===== config.mk =====
export PLATFORM = sky130hd
export DESIGN_NAME = puzzle_move_expander
export DESIGN_NICKNAME = d
export VERILOG_FILES = /design/src/rtl/puzzle_move_expander.sv
export SDC_FILE = /design/constraint.sdc
export NUM_CORES = 1
export LEC_CHECK = 0
export BUFFER_PORTS_ARGS = -buffer_cell sky130_fd_sc_hd__buf_2
export CAP_MARGIN = 0
export CORE_MARGIN = 5
export CORE_UTILIZATION = 48
export DETAILED_ROUTE_END_ITERATION = 10
export PLACE_DENSITY = 0.89
export SLEW_MARGIN = 20
export SYNTH_ARGS = -nofsm -noshare
export SYNTH_HDL_FRONTEND = slang
export SYNTH_SLANG_ARGS = --single-unit

===== constraint.sdc =====
create_clock -name clk -period 2.3 [get_ports clk]
set_input_delay 0.115 -clock clk [delete_from_list [all_inputs] [get_ports clk]]
set_output_delay 0.115 -clock clk [all_outputs]
set_load 0.01 [all_outputs]

===== src/rtl/puzzle_move_expander.sv =====
// puzzle_move_expander
//   Takes one 8-puzzle parent state per handshake, works out which blank moves
//   are legal (dropping the move that would undo the parent's own move), drives
//   each surviving move through the external combinational move ALU and streams
//   the resulting children downstream over valid/ready.
//
// Ports
//   clk, rst_n                 clock, async active-low reset
//   in_valid/in_ready          parent handshake
//   in_board/in_blank          parent board (pos p at [35-4p -: 4]) and blank position
//   in_has_last/in_last_dir    parent was produced by a move / which move (0 U,1 D,2 L,3 R)
//   in_depth                   parent depth
//   mv_op/mv_blank/mv_board    request to the move ALU
//   mv_board_res/mv_blank_res  combinational ALU result
//   out_valid/out_ready        child handshake
//   out_board/out_blank        child board / blank position
//   out_dir/out_depth          producing move / saturating depth
//   out_goal/out_last          child equals GOAL / final child of this parent
//   err                        one-cycle pulse when a parent with blank > 8 is rejected
//
// state   | meaning
// S_IDLE  | ready for a parent; in_ready = 1
// S_EXPAND| issuing one child per free output slot from the latched move mask
module puzzle_move_expander #(
   parameter logic [35:0] GOAL     = 36'h123456780,
   parameter logic [3:0]  OP_UP    = 4'h8,
   parameter logic [3:0]  OP_DOWN  = 4'h9,
   parameter logic [3:0]  OP_LEFT  = 4'hA,
   parameter logic [3:0]  OP_RIGHT = 4'hB
) (
   input  logic        clk,
   input  logic        rst_n,
   input  logic        in_valid,
   output logic        in_ready,
   input  logic [35:0] in_board,
   input  logic [3:0]  in_blank,
   input  logic        in_has_last,
   input  logic [1:0]  in_last_dir,
   input  logic [7:0]  in_depth,
   output logic [3:0]  mv_op,
   output logic [3:0]  mv_blank,
   output logic [35:0] mv_board,
   input  logic [35:0] mv_board_res,
   input  logic [3:0]  mv_blank_res,
   output logic        out_valid,
   input  logic        out_ready,
   output logic [35:0] out_board,
   output logic [3:0]  out_blank,
   output logic [1:0]  out_dir,
   output logic [7:0]  out_depth,
   output logic        out_goal,
   output logic        out_last,
   output logic        err
);

   typedef enum logic {S_IDLE, S_EXPAND} state_t;

   state_t      state_q, state_d;
   logic [3:0]  mask_q;
   logic [35:0] p_board_q;
   logic [3:0]  p_blank_q;
   logic [7:0]  p_depth_q;

   logic [1:0]  col;
   logic [3:0]  new_mask;
   logic        accept, accept_ok, issue;
   logic [1:0]  sel_dir;
   logic [3:0]  sel_onehot, rest;

   // mask bit order: 0 UP, 1 DOWN, 2 LEFT, 3 RIGHT (also the issue priority)
   always_comb begin
      col = 2'd2;
      case (in_blank)
         4'd0, 4'd3, 4'd6: col = 2'd0;
         4'd1, 4'd4, 4'd7: col = 2'd1;
         default:          col = 2'd2;
      endcase
      new_mask[0] = (in_blank >= 4'd3);
      new_mask[1] = (in_blank <= 4'd5);
      new_mask[2] = (col != 2'd0);
      new_mask[3] = (col != 2'd2);
      // reverse move differs only in bit 0 of the direction code
      if (in_has_last) new_mask[in_last_dir ^ 2'b01] = 1'b0;
   end

   always_comb begin
      sel_dir    = 2'd0;
      sel_onehot = 4'b0000;
      casez (mask_q)
         4'b???1: begin sel_dir = 2'd0; sel_onehot = 4'b0001; end
         4'b??10: begin sel_dir = 2'd1; sel_onehot = 4'b0010; end
         4'b?100: begin sel_dir = 2'd2; sel_onehot = 4'b0100; end
         4'b1000: begin sel_dir = 2'd3; sel_onehot = 4'b1000; end
         default: begin sel_dir = 2'd0; sel_onehot = 4'b0000; end
      endcase
      rest = mask_q & ~sel_onehot;
   end

   assign accept    = (state_q == S_IDLE) && in_valid;
   assign accept_ok = accept && (in_blank <= 4'd8);
   assign issue     = (state_q == S_EXPAND) && (mask_q != 4'b0000) &&
                      (!out_valid || out_ready);

   always_ff @(posedge clk or negedge rst_n) begin
      if (!rst_n) state_q <= S_IDLE;
      else        state_q <= state_d;
   end

   always_comb begin
      state_d  = state_q;
      in_ready = 1'b0;
      mv_op    = 4'h0;
      case (state_q)
         S_IDLE: begin
            in_ready = 1'b1;
            if (accept_ok) state_d = S_EXPAND;
         end
         S_EXPAND: begin
            if (mask_q != 4'b0000) begin
               case (sel_dir)
                  2'd0:    mv_op = OP_UP;
                  2'd1:    mv_op = OP_DOWN;
                  2'd2:    mv_op = OP_LEFT;
                  default: mv_op = OP_RIGHT;
               endcase
            end
            if (mask_q == 4'b0000)        state_d = S_IDLE;
            else if (issue && rest == 4'b0000) state_d = S_IDLE;
         end
         default: state_d = S_IDLE;
      endcase
   end

   assign mv_blank = p_blank_q;
   assign mv_board = p_board_q;

   always_ff @(posedge clk or negedge rst_n) begin
      if (!rst_n) begin
         mask_q    <= 4'b0000;
         p_board_q <= 36'h0;
         p_blank_q <= 4'h0;
         p_depth_q <= 8'h0;
         out_valid <= 1'b0;
         out_board <= 36'h0;
         out_blank <= 4'h0;
         out_dir   <= 2'd0;
         out_depth <= 8'h0;
         out_goal  <= 1'b0;
         out_last  <= 1'b0;
         err       <= 1'b0;
      end else begin
         err <= accept && !accept_ok;
         if (accept_ok) begin
            mask_q    <= new_mask;
            p_board_q <= in_board;
            p_blank_q <= in_blank;
            p_depth_q <= in_depth;
         end
         if (issue) begin
            out_valid <= 1'b1;
            out_board <= mv_board_res;
            out_blank <= mv_blank_res;
            out_dir   <= sel_dir;
            out_depth <= (p_depth_q == 8'hFF) ? 8'hFF : p_depth_q + 8'd1;
            out_goal  <= (mv_board_res == GOAL);
            out_last  <= (rest == 4'b0000);
            mask_q    <= rest;
         end else if (out_valid && out_ready) begin
            out_valid <= 1'b0;
         end
      end
   end

endmodule


-- Word-level counts from Yosys, hierarchy flattened
Index checks and enable logic that the tools add are counted.
- latch bits: 0
- memory bits (writable): 0
- memories: 0
- bits of input ports: 95
- output and inout port bits: 99
- bits in registers: 107
- ROM bits: 0
- div/mod/pow operators: 0
- equal/unequal tests: 13
- $lt $le $gt $ge: 5
- bitwise operators: 6
- shifts and indexed selects: 0
- add/sub/neg operators: 1
- multipliers: 0
- multiplexer cells: 19
- reductions and logical operators: 21
- operators with widths (cell ; number):
    36-bit by 33-bit equality test with 1-bit output (second input constant) ; 1
    4-bit two-way mux ; 5
    4-bit case mux with 4 select lines ; 1
    4-bit by 3-bit equality test with 1-bit output (second input constant) ; 3
    4-bit logical NOT ; 3
    2-bit case mux with 3 select lines ; 2
    8-bit by 1-bit adder with 8-bit output (second input constant) ; 1
    4-bit AND ; 2
    8-bit equality test (second input constant) ; 1
    1-bit logical AND ; 8
    8-bit two-way mux ; 1
    4-bit NOT ; 2
    1-bit two-way mux ; 7
    2-bit nonzero test ; 3
    3-bit OR reduction ; 2
    2-bit equality test (second input constant) ; 2
    4-bit by 1-bit equality test with 1-bit output (second input constant) ; 1
    4-bit by 2-bit equality test with 1-bit output (second input constant) ; 1
    4-bit equality test (second input constant) ; 1
    4-bit by 2-bit greater-or-equal comparator with 1-bit output (second input constant) ; 1
    4-bit by 3-bit <= comparator with 1-bit output (second input constant) ; 1
    4-bit <= comparator (second input constant) ; 1
    2-bit case mux with 2 select lines ; 1
    4-bit nonzero test ; 1
    11 further kinds ; 13

-- Longest topological paths before layout
Gate-level depths: netlist (run 1).
- depth after elaboration: 10
- mapped depth: 7

-- Least setup slack after synthesis (run 1)
Ideal clock, no wire load.
- path kind: register to register
- start point: register mask_q[3]
- end point: register out_blank[0]
- slack: 0.657 ns
- path buffers: 3
- stages on the path, launching flop included: 8
- setup time: 0.116 ns
- data arrival time: 1.527 ns
- period minus slack after synthesis: 1.643 ns
- data required time: 2.184 ns
- cell sequence: dfrtp_1 -> buf_6 -> or4_4 -> and3_4 -> buf_6 -> buf_8 -> nand2_1 -> nand2_1
- cells in the longest elaborated chain, start to end: 3
- RTL lines (element ; line ; RTL):
    from (decl) ; 59 ; logic [3:0] mask_q;
    from (signal assigned) ; 154 ; mask_q <= new_mask;
    from (signal assigned) ; 167 ; mask_q <= rest;
    4-bit nonzero test ; 101 ; assign issue = (state_q == S_EXPAND) && (mask_q != 4'b0000) &&
    1-bit logical AND (2 in a row) ; 101 ;
    to (signal assigned) ; 162 ; out_blank <= mv_blank_res;
    to (decl) ; 48 ; output logic [3:0] out_blank,
No other way between the ends.
A chain may end at the register's enable or synchronous reset.

-- Worst setup path in the final report (run 1)
- start point: input mv_board_res[30]
- end point: register out_goal
- cells in the longest elaborated chain, start to end: 1
- RTL lines (element ; line ; RTL):
    from (decl) ; 43 ; input logic [35:0] mv_board_res,
    36-bit by 33-bit equality test with 1-bit output ; 165 ; out_goal <= (mv_board_res == GOAL);
    to (signal assigned) ; 165 ;
    to (decl) ; 51 ; output logic out_goal,
No other way between the ends.

==> metrics, run 1 <==
status=complete, no violations; register area share after synthesis=58.5%; DIE AREA=11600 sq um; flops & latches, synth=107; CTS clk-pin slew, worst paths=0.10 ns; final-stage net count=775; hold_buf cts=83; most common cell in the netlist=nand2_1; largest net degree at the start of global routing=59; router iterations before antenna repair=4; min cycle time layout=1.85 ns; # diodes=0; max-cap violations=0; initial antenna violation count=0; starting density of the core=49.3%; critical path class=in -> reg; WP buf/inv=2; PortBufs=192; Die Y=108 um; Layout Skew=0.0125 ns; RSZ-0062 raised after global routing=no; most common library cells after synthesis=nand2_1, dfrtp_1, mux2_2; pwr/cell area=1190 nW/um^2; synth warn=0; Data arrival, critical path=2.13 ns; CTS max path bufs=2; worst r2r path cells=5; Core Footprint=9280 sq um; cells after synthesis=410; fin area=6600 sq um; worst-path fanout max=2; Routed WL=14200 um; CP top delay family=simple AND/OR/NAND/NOR gates; asr flop ratio synth=100%; Final Hold Viols=0; Stages on worst setup path=6; VDD IR max=541 uV; die width=108 um; Worst Hold Class=in -> reg; syn avg cell area=11.2 sq um; RePlAce Congestion=0.863; vias per cell=5.13; Tightest Pin Transition=0.763 ns; endpoint type of the worst setup path=register; Layout area overhead=44.3%; hold depth=3; Synth top area share=58.5%; reg2reg setup slack=0.48 ns; instance area at placement=5580 sq um; worst skew pair latency=0.36 ns; Row Count=35; post-synth cell types=51; grt total ovfl=0; Leak=3.40 nW; Initial DRC Count=364; dominant synthesized flop cell=dfrtp_1; Sinks on Clock Net=107; Slowest cell on crit path=or4b_2; vias in the first global route=4391; # IOs=194; Worst Setup Start Kind=input port; CTS tree=done; Max Slew Vio Count=0; root buffer cell=clkbuf_8; Worst path max stage delay=0.66 ns; CP required=2.58 ns; routed vias=4167; Final ANT Viol Nets=0; syn nets=506; synthesized area=4570 sq um; final setup fails=0; CTS resizes=0; fmax=0.541 GHz; crit share post-route=80.4%; proportion of layout cells with a drive suffix above 1=38.5%; synth top area cells=dfrtp_1, nand2_1, mux2_2; H-tree Lvls=3; DPL Wire Length=8900 um; Post-CTS Setup Inserts=0; DRC violations left=0; setup_tns=0 ns; WL per Instance=17.5 um; CTS Buf Count=9; cell taking the most area after synthesis=dfrtp_1; Slew headroom=49.1%; worst path cell trace=dlygate4sd3_1 -> buf_2 -> or4b_2 -> nor4_1 -> nand3_1 -> o21ai_1; first-pass GRT wire length=22300 um; number of flops mapped to enable cells by yosys=0; GRT Overall Usage=24.8%
worst register-to-register path, stage by stage (launching register included):
cell	delay, ns
dfrtp_1	0.48
or4_4	0.56
nand3_2	0.27
buf_12	0.24
nand2_1	0.12
nand2_1	0.10
cells in the final DEF, fill, tap and decap left out, types with 3 or more instances in the layout:
cell type and count:
inv_1 6, clkbuf_8 10, a21oi_1 8, buf_2 191, dlygate4sd3_1 83, nand2b_1 3, xnor2_1 3, and3_1 4
dfrtp_1 107, inv_6 3, a31oi_1 3, nand3_1 7, nor2_1 10, nand2_1 131, o21ai_0 15, mux2_4 9
mux2_2 35, buf_4 4
stage by stage:
| stage | std cells | util [%] | hold WS (ns) | power, mW | worst slack (ns) |
|---|---|---|---|---|---|
| CTS | 813 | 71.1 | 0.000959 | 7.77 | 0.449 |
| floorplan | 410 | - | -0.181 | 5.34 | 0.657 |
| detailed placement | 714 | 60.1 | 0.232 | 6.55 | 0.520 |
| global placement | 714 | 60.1 | 0.217 | 6.36 | 0.580 |
| finish | 813 | 71.1 | 0.0338 | 7.84 | 0.450 |
| global route | 813 | 71.1 | 0.0271 | 8.38 | 0.391 |
state kept, by name, indices dropped and copies added, names as in the netlist:
register   count
p_depth_q      8
err            1
out_goal       1
mv_blank       4
out_blank      4
out_valid      1
mv_board      36
out_depth      8
mask_q         4
out_board     36
out_last       1
out_dir        2
state_q        1
area by class of cell:
type / instances / area, sq um
fillers: 595 / 2680
flip-flops and latches: 107 / 2680
repair buffers: 280 / 1860
multi-input cells: 275 / 1690
well taps: 129 / 161
clock buffers: 10 / 138
clock inverters: 6 / 53.8
inverters: 6 / 22.5
final timing paths:
check	startpoint	endpoint
max	mv_board_res[30]	out_goal
min	mv_board_res[16]	out_board[16]
max reg2reg	mask_q[3]	out_board[30]
min reg2reg	out_board[31]	out_board[31]
max in group asynchronous	rst_n	p_depth_q[0]
min in group asynchronous	rst_n	out_dir[1]
routing by layer:
| layer | wire length [um] | part of all wire [%] | global-route usage, % | up-vias |
|---|---|---|---|---|
| met5 | 0 | 0 | 0 | - |
| met1 | 5370 | 38 | 28.4 | 1956 |
| met3 | 1520 | 11 | 8.16 | 49 |
| li1 | - | - | - | 1908 |
| met4 | 621 | 4.4 | 12.9 | 0 |
| met2 | 6680 | 47 | 41.3 | 254 |
report_power, final:
part           switching (mW)  internal, mW  leakage (nW)  total (mW)
sequential              0.602          2.74          1.29        3.34
clock                   0.661         0.446        0.0958        1.11
combinational            1.86          1.53          2.01        3.39
total                    3.13          4.71          3.40        7.84
cells by family (layout without fill, tap and decap cells):
kind of cell	after synthesis	after routing	share of synthesized area (%)
DFF	107	107	58.5
buffers and inverters	28	302	4.62
AOI/OAI and AO/OA	39	39	5.31
other	1	1	0.0820
and+or+nand+nor	181	181	17.7
adders and majority gates	1	1	0.273
xor gates and xnor gates	5	5	0.958
muxes	48	48	12.5
Note: power is estimated with default switching activity, not from simulation.
==> inputs of run 2 (changes only) <==
Settings changed: ABC_AREA set to 1, CORE_UTILIZATION 48 to 43, PLACE_DENSITY 0.89 to 0.85.
Clock period 2.3 ns to 1.5 ns, I/O delays scaled along.
==> run 2 against run 1 <==
  * The flow now finishes with violations (setup timing)
  * Setup slack lost 0.48 ns
  * Routed wire length grew 3.7%
  * Global-route usage shrank 1.7 points
  * Worst hold slack gained 0.012 ns
  * Non-clock buffer count grew 13
  * Die area grew 9.8%
  * Synthesized cell count grew 32%
  * Combinational power grew 71%
  * Largest cell class unchanged
==> metrics, run 2 <==
status=complete, but fails checks; failing checks=setup timing; Worst path max stage delay=0.41 ns; CTS max path bufs=2; Worst Setup Start Kind=register; Leak=3.78 nW; reg2reg setup slack=0.03 ns; vias in the first global route=4914; Die Y=113 um; most common cell in the netlist=nand2_1; max-cap violations=0; register area share after synthesis=58.9%; Initial DRC Count=521; Comb power frac=46.1%; final setup fails=1; worst skew pair latency=0.36 ns; number of flops mapped to enable cells by yosys=0; multi-input logic area=1640 sq um; # IOs=194; Layout Skew=0.0142 ns; Psw=5.26 mW; grt total ovfl=0; synth top area cells=dfrtp_1, nand2_1, o21ai_0; Final Hold Viols=0; pre-CTS setup slack=0.149 ns; worst path cell trace=nor2_2 -> buf_6 -> nand2_2 -> nor2_4 -> a21oi_2 -> nor2_1 -> buf_2; DPL Wire Length=9160 um; synth warn=0; Synth top area share=58.9%; setup_tns=-0.0325 ns; Final ANT Viol Nets=0; post-synth cell types=29; Filler Cell Count=820; VDD IR max=977 uV; Worst Hold Class=in -> reg; fmax=0.653 GHz; endpoint type of the worst setup path=output port; Hold EP=mv_blank[3]; die width=113 um; first-pass GRT wire length=23900 um; worst-path fanout max=3; cell taking the most area after synthesis=dfrtp_1; most frequent cells in the layout=nand2_1, buf_2, dfrtp_1; final-stage net count=921; router iterations before antenna repair=5; CTS tree=done; proportion of layout cells with a drive suffix above 1=28.7%; H-tree Lvls=3; Placed Instances=860; Layout Cells excl Fill=966; Clock power frac=12.8%; PortBufs=192; synthesized area=4540 sq um; syn avg cell area=8.37 sq um; worst r2r path cells=4; register area=2680 sq um; final worst setup slack=-0.0325 ns; Routed WL=14700 um; # diodes=0; min cycle time layout=1.53 ns; Reg power frac=41.1%; Sw Ratio=41.9%; internal power=7.31 mW; syn nets=639; largest net degree at the start of global routing=51; Layout area overhead=49.4%; WL per Instance=15.2 um; routed vias=4707; CP required=1.42 ns; DIE AREA=12700 sq um; RR Endpoint=err; cells after synthesis=543; RR Startpoint=state_q; most common library cells after synthesis=nand2_1, dfrtp_1, nor2_1; hold path start=in_blank[3]; RePlAce Congestion=0.924; crit share post-route=102%; critical path class=reg -> out; flops & latches, synth=107; GRT Overall Usage=23.1%; Slowest cell on crit path=dfrtp_1; DRC violations left=0; most common cell after layout, fill and taps aside=nand2_1; CTS Buf Count=9; vias per cell=4.87; starting density of the core=44.0%; Max Slew Vio Count=0; CTS clk-pin slew, worst paths=0.11 ns; dominant synthesized flop cell=dfrtp_1; Row Count=37; RSZ-0062 raised after global routing=yes; pwr/cell area=1850 nW/um^2; Data arrival, critical path=1.46 ns; Sinks on Clock Net=107; asr flop ratio synth=100%; CP top delay family=flip-flops; hold depth=3; WP buf/inv=2; initial antenna violation count=0; root buffer cell=clkbuf_8; Core Footprint=10300 sq um
==> run 2: changes by cell type in the layout (fill, tap and decap cells not counted), sizes merged, moves of 9 or more <==
cell,change
nand2,+155
mux2,-46
nor2,+23
inv,+18
o21ai,+11
nand3,+10
buf,+9
==> run 2: power groups by stage <==
stage	registers (mW)	clock network, mW	logic [mW]
4_1_cts	5.10	1.69	5.57
3_5_place_dp	5.13	0	5.32
2_1_floorplan	5.68	0	2.51
6_report	5.16	1.61	5.80
3_3_place_gp	5.12	0	5.15
5_1_grt	5.35	1.79	6.44
==> run 2: worst max-delay path by stage <==
stage / start / endpoint / slack, ns / cells past startpoint
2_1_floorplan: mask_q[1] / out_depth[0] / 0.29 / 6
3_3_place_gp: mask_q[2] / mask_q[1] / 0.20 / 7
3_5_place_dp: mask_q[2] / mask_q[1] / 0.15 / 7
4_1_cts: mask_q[0] / mv_op[0] / -0.06 / 7
5_1_grt: mask_q[1] / mv_op[0] / -0.11 / 7
6_report: mask_q[1] / mv_op[0] / -0.03 / 7
==> run 2: cell families after synthesis <==
group                      count (synthesis)  share of synthesized area [%]
and+or+nand+nor                          347                           30.5
DFF                                      107                           58.9
buffers and inverters                     49                           5.40
AOI/OAI and AO/OA                         35                           4.24
xor gates and xnor gates                   3                          0.578
adders and majority gates                  1                          0.275
other                                      1                         0.0825
==> run 2: layout make-up <==
class                      instances  area share [%]
clock buffer                       9            1.82
timing repair buffer             293            29.8
clock inverter                     7           0.792
sequential                       107            39.5
multi-input combinational        387            24.1
tap                              136            2.51
inverter                          27            1.49
==> run 2: per-stage QoR <==
stage	utilization, %	hold slack, ns	power [mW]	instance area [sq um]
floorplan	-	-0.221	8.18	4540
global placement	55.0	-0.0424	10.3	5680
detailed placement	55.0	-0.0410	10.5	5680
CTS	65.3	0.00725	12.4	6740
global route	65.8	0.0523	13.6	6790
finish	65.8	0.0453	12.6	6790
==> run 2: routing by layer <==
metal	GRT usage, %	share of wire [%]	vias to the layer above
li1	-	-	2224
met1	29.1	40	2166
met2	37.8	47	260
met3	5.24	9.0	57
met4	10.7	3.9	0
met5	0	0	-
==> run 2: what timing repair did <==
action                                  CTS  global route
hold buffers                             86             0
gates resized for setup                   3             5
endpoints found under the setup margin    2             6
hold endpoints to repair                191             0
pin swaps                                 1             1
gates cloned                              0             1
setup buffers                             2             1
==> run 2: worst reg2reg max path: cells and delay by family, from the launching register on <==
family / cells / cell delay [ns]
AND/OR/NAND/NOR: 2 / 0.23
flip-flops: 1 / 0.44
buffers and inverters: 2 / 0.73
==> inputs of run 3 (changes only) <==
Settings changed: SETUP_SLACK_MARGIN set to 0.4.
==> run 3 against run 2 <==
  * Clock power grew 35%
  * Sequential power grew 5.4%
  * Final cell count grew 4.8%
  * The run still ends with setup timing left
  * First-iteration DRC count shrank 4.2%
  * Largest cell class is now buffers
  * Combinational power grew 39%
  * Setup slack gained 0.0054 ns
  * Utilization grew 13 points
  * Flip-flop and latch count is the same
  * Fmax grew 0.36%
  * Register-to-register slack lost 0.02 ns
  * Global-route usage grew 3.7 points
==> metrics, run 3 (synthesis results as in run 2) <==
fin area=8180 sq um; Worst Setup Start Kind=register; Row Count=37; CP required=1.42 ns; CTS Buf Count=9; most frequent cells in the layout=buf_2, nand2_1, dfrtp_1; endpoint type of the worst setup path=output port; instance area at placement=5670 sq um; DRC violations left=0; vias per cell=5.19; initial antenna violation count=2; worst-path fanout max=4; # IOs=194; CTS max path bufs=2; fmax=0.655 GHz; WL per Instance=18.5 um; first-pass GRT wire length=27200 um; router iterations before antenna repair=6; CTS clk-pin slew, worst paths=0.10 ns; critical path class=reg -> out; Filler Cell Count=602; H-tree Lvls=3; worst skew pair latency=0.37 ns; status=complete, but fails checks; grt total ovfl=0; max-cap violations=0; Worst Hold Class=in -> reg; final setup fails=2; VDD IR max=1170 uV; Core Footprint=10300 sq um; RR Startpoint=mask_q[2]; Core Util, Final=79.2%; pwr/cell area=1920 nW/um^2; die width=113 um; failing checks=setup timing; largest net degree at the start of global routing=48; PortBufs=192; hold path start=in_blank[3]; Max Slew Vio Count=0; Sinks on Clock Net=107; Power Total=15.7 mW; GRT Overall Usage=26.8%; Final ANT Viol Nets=0; routed vias=5252; most common cell after layout, fill and taps aside=buf_2; proportion of layout cells with a drive suffix above 1=44.3%; crit share post-route=102%; vias in the first global route=5317; final-stage net count=966; Routed WL=18800 um; CP Launch Point=mask_q[2]; min cycle time layout=1.53 ns; Data arrival, critical path=1.45 ns; final worst setup slack=-0.0271 ns; Die Y=113 um; CTS tree=done; root buffer cell=clkbuf_8; DPL Wire Length=8930 um; Layout Skew=0.0120 ns; RePlAce Congestion=0.863; Final Hold Viols=0; Leak=4.47 nW; Initial DRC Count=499; RSZ-0062 raised after global routing=yes; DIE AREA=12700 sq um; Layout area overhead=80.0%; starting density of the core=44.0%
run 3: final cells by class:
cell class,count,area [sq um],share of cell area (%)
Multi-Input combinational cell,387,2140,26.1
Tap cell,136,170,2.08
Timing Repair Buffer,338,2830,34.6
Inverter,27,109,1.33
Clock buffer,11,151,1.85
Antenna cell,2,5.00,0.0612
Sequential cell,107,2680,32.8
Clock inverter,4,97.6,1.19
run 3: what timing repair did:
| action | in CTS | in global routing |
|---|---|---|
| gates resized for setup | 67 | 133 |
| hold buffers | 85 | 1 |
| setup endpoints to repair | 105 | 109 |
| pin swaps | 24 | 32 |
| gates cloned | 13 | 5 |
| hold endpoints to repair | 190 | 1 |
| setup buffers | 24 | 9 |
run 3: worst paths after layout:
check	endpoint	slack, ns	cells past startpoint
hold reg to reg	out_blank[3]	0.49	2
setup / recovery	mv_op[3]	-0.03	5
max in group asynchronous	mv_board[10]	0.82	3
setup reg to reg	out_board[12]	0.01	8
min in group asynchronous	out_board[28]	0.12	2
hold / removal	mv_blank[3]	0.008	3
run 3: through the flow:
| step | instances | setup TNS [ns] | hold slack (ns) | worst slack (ns) |
|---|---|---|---|---|
| after floorplan | 543 | 0 | -0.221 | 0.301 |
| after global placement | 858 | 0 | -0.0341 | 0.174 |
| after detailed placement | 858 | 0 | -0.0337 | 0.124 |
| after CTS | 995 | 0 | 0.0158 | 0.00840 |
| after global routing | 1012 | -0.950 | 0.0162 | -0.101 |
| final | 1012 | -0.0512 | 0.00790 | -0.0271 |
run 3: report_power, final:
part | internal (mW) | total (mW) | leakage, nW | switching, mW
Combinational | 3.80 | 8.08 | 3.03 | 4.28
Sequential | 4.29 | 5.44 | 1.32 | 1.14
Clock | 1.19 | 2.18 | 0.122 | 0.986
run 3: layer usage:
layer | vias to the layer above | global-route usage, % | wire (um) | part of all wire (%)
li1 | 2332 | - | - | -
met1 | 2484 | 30.6 | 6580 | 35
met2 | 348 | 47.2 | 9460 | 50
met3 | 88 | 5.83 | 1760 | 9.4
met4 | 0 | 13.2 | 967 | 5.2
met5 | - | 0 | 0 | 0
run 3: worst max-delay path: stages, from the launching register on:
cell and delay (ns):
dfrtp_1 0.45, nor2_2 0.15, nand2_1 0.14, nand2_2 0.13, inv_1 0.06, buf_2 0.15
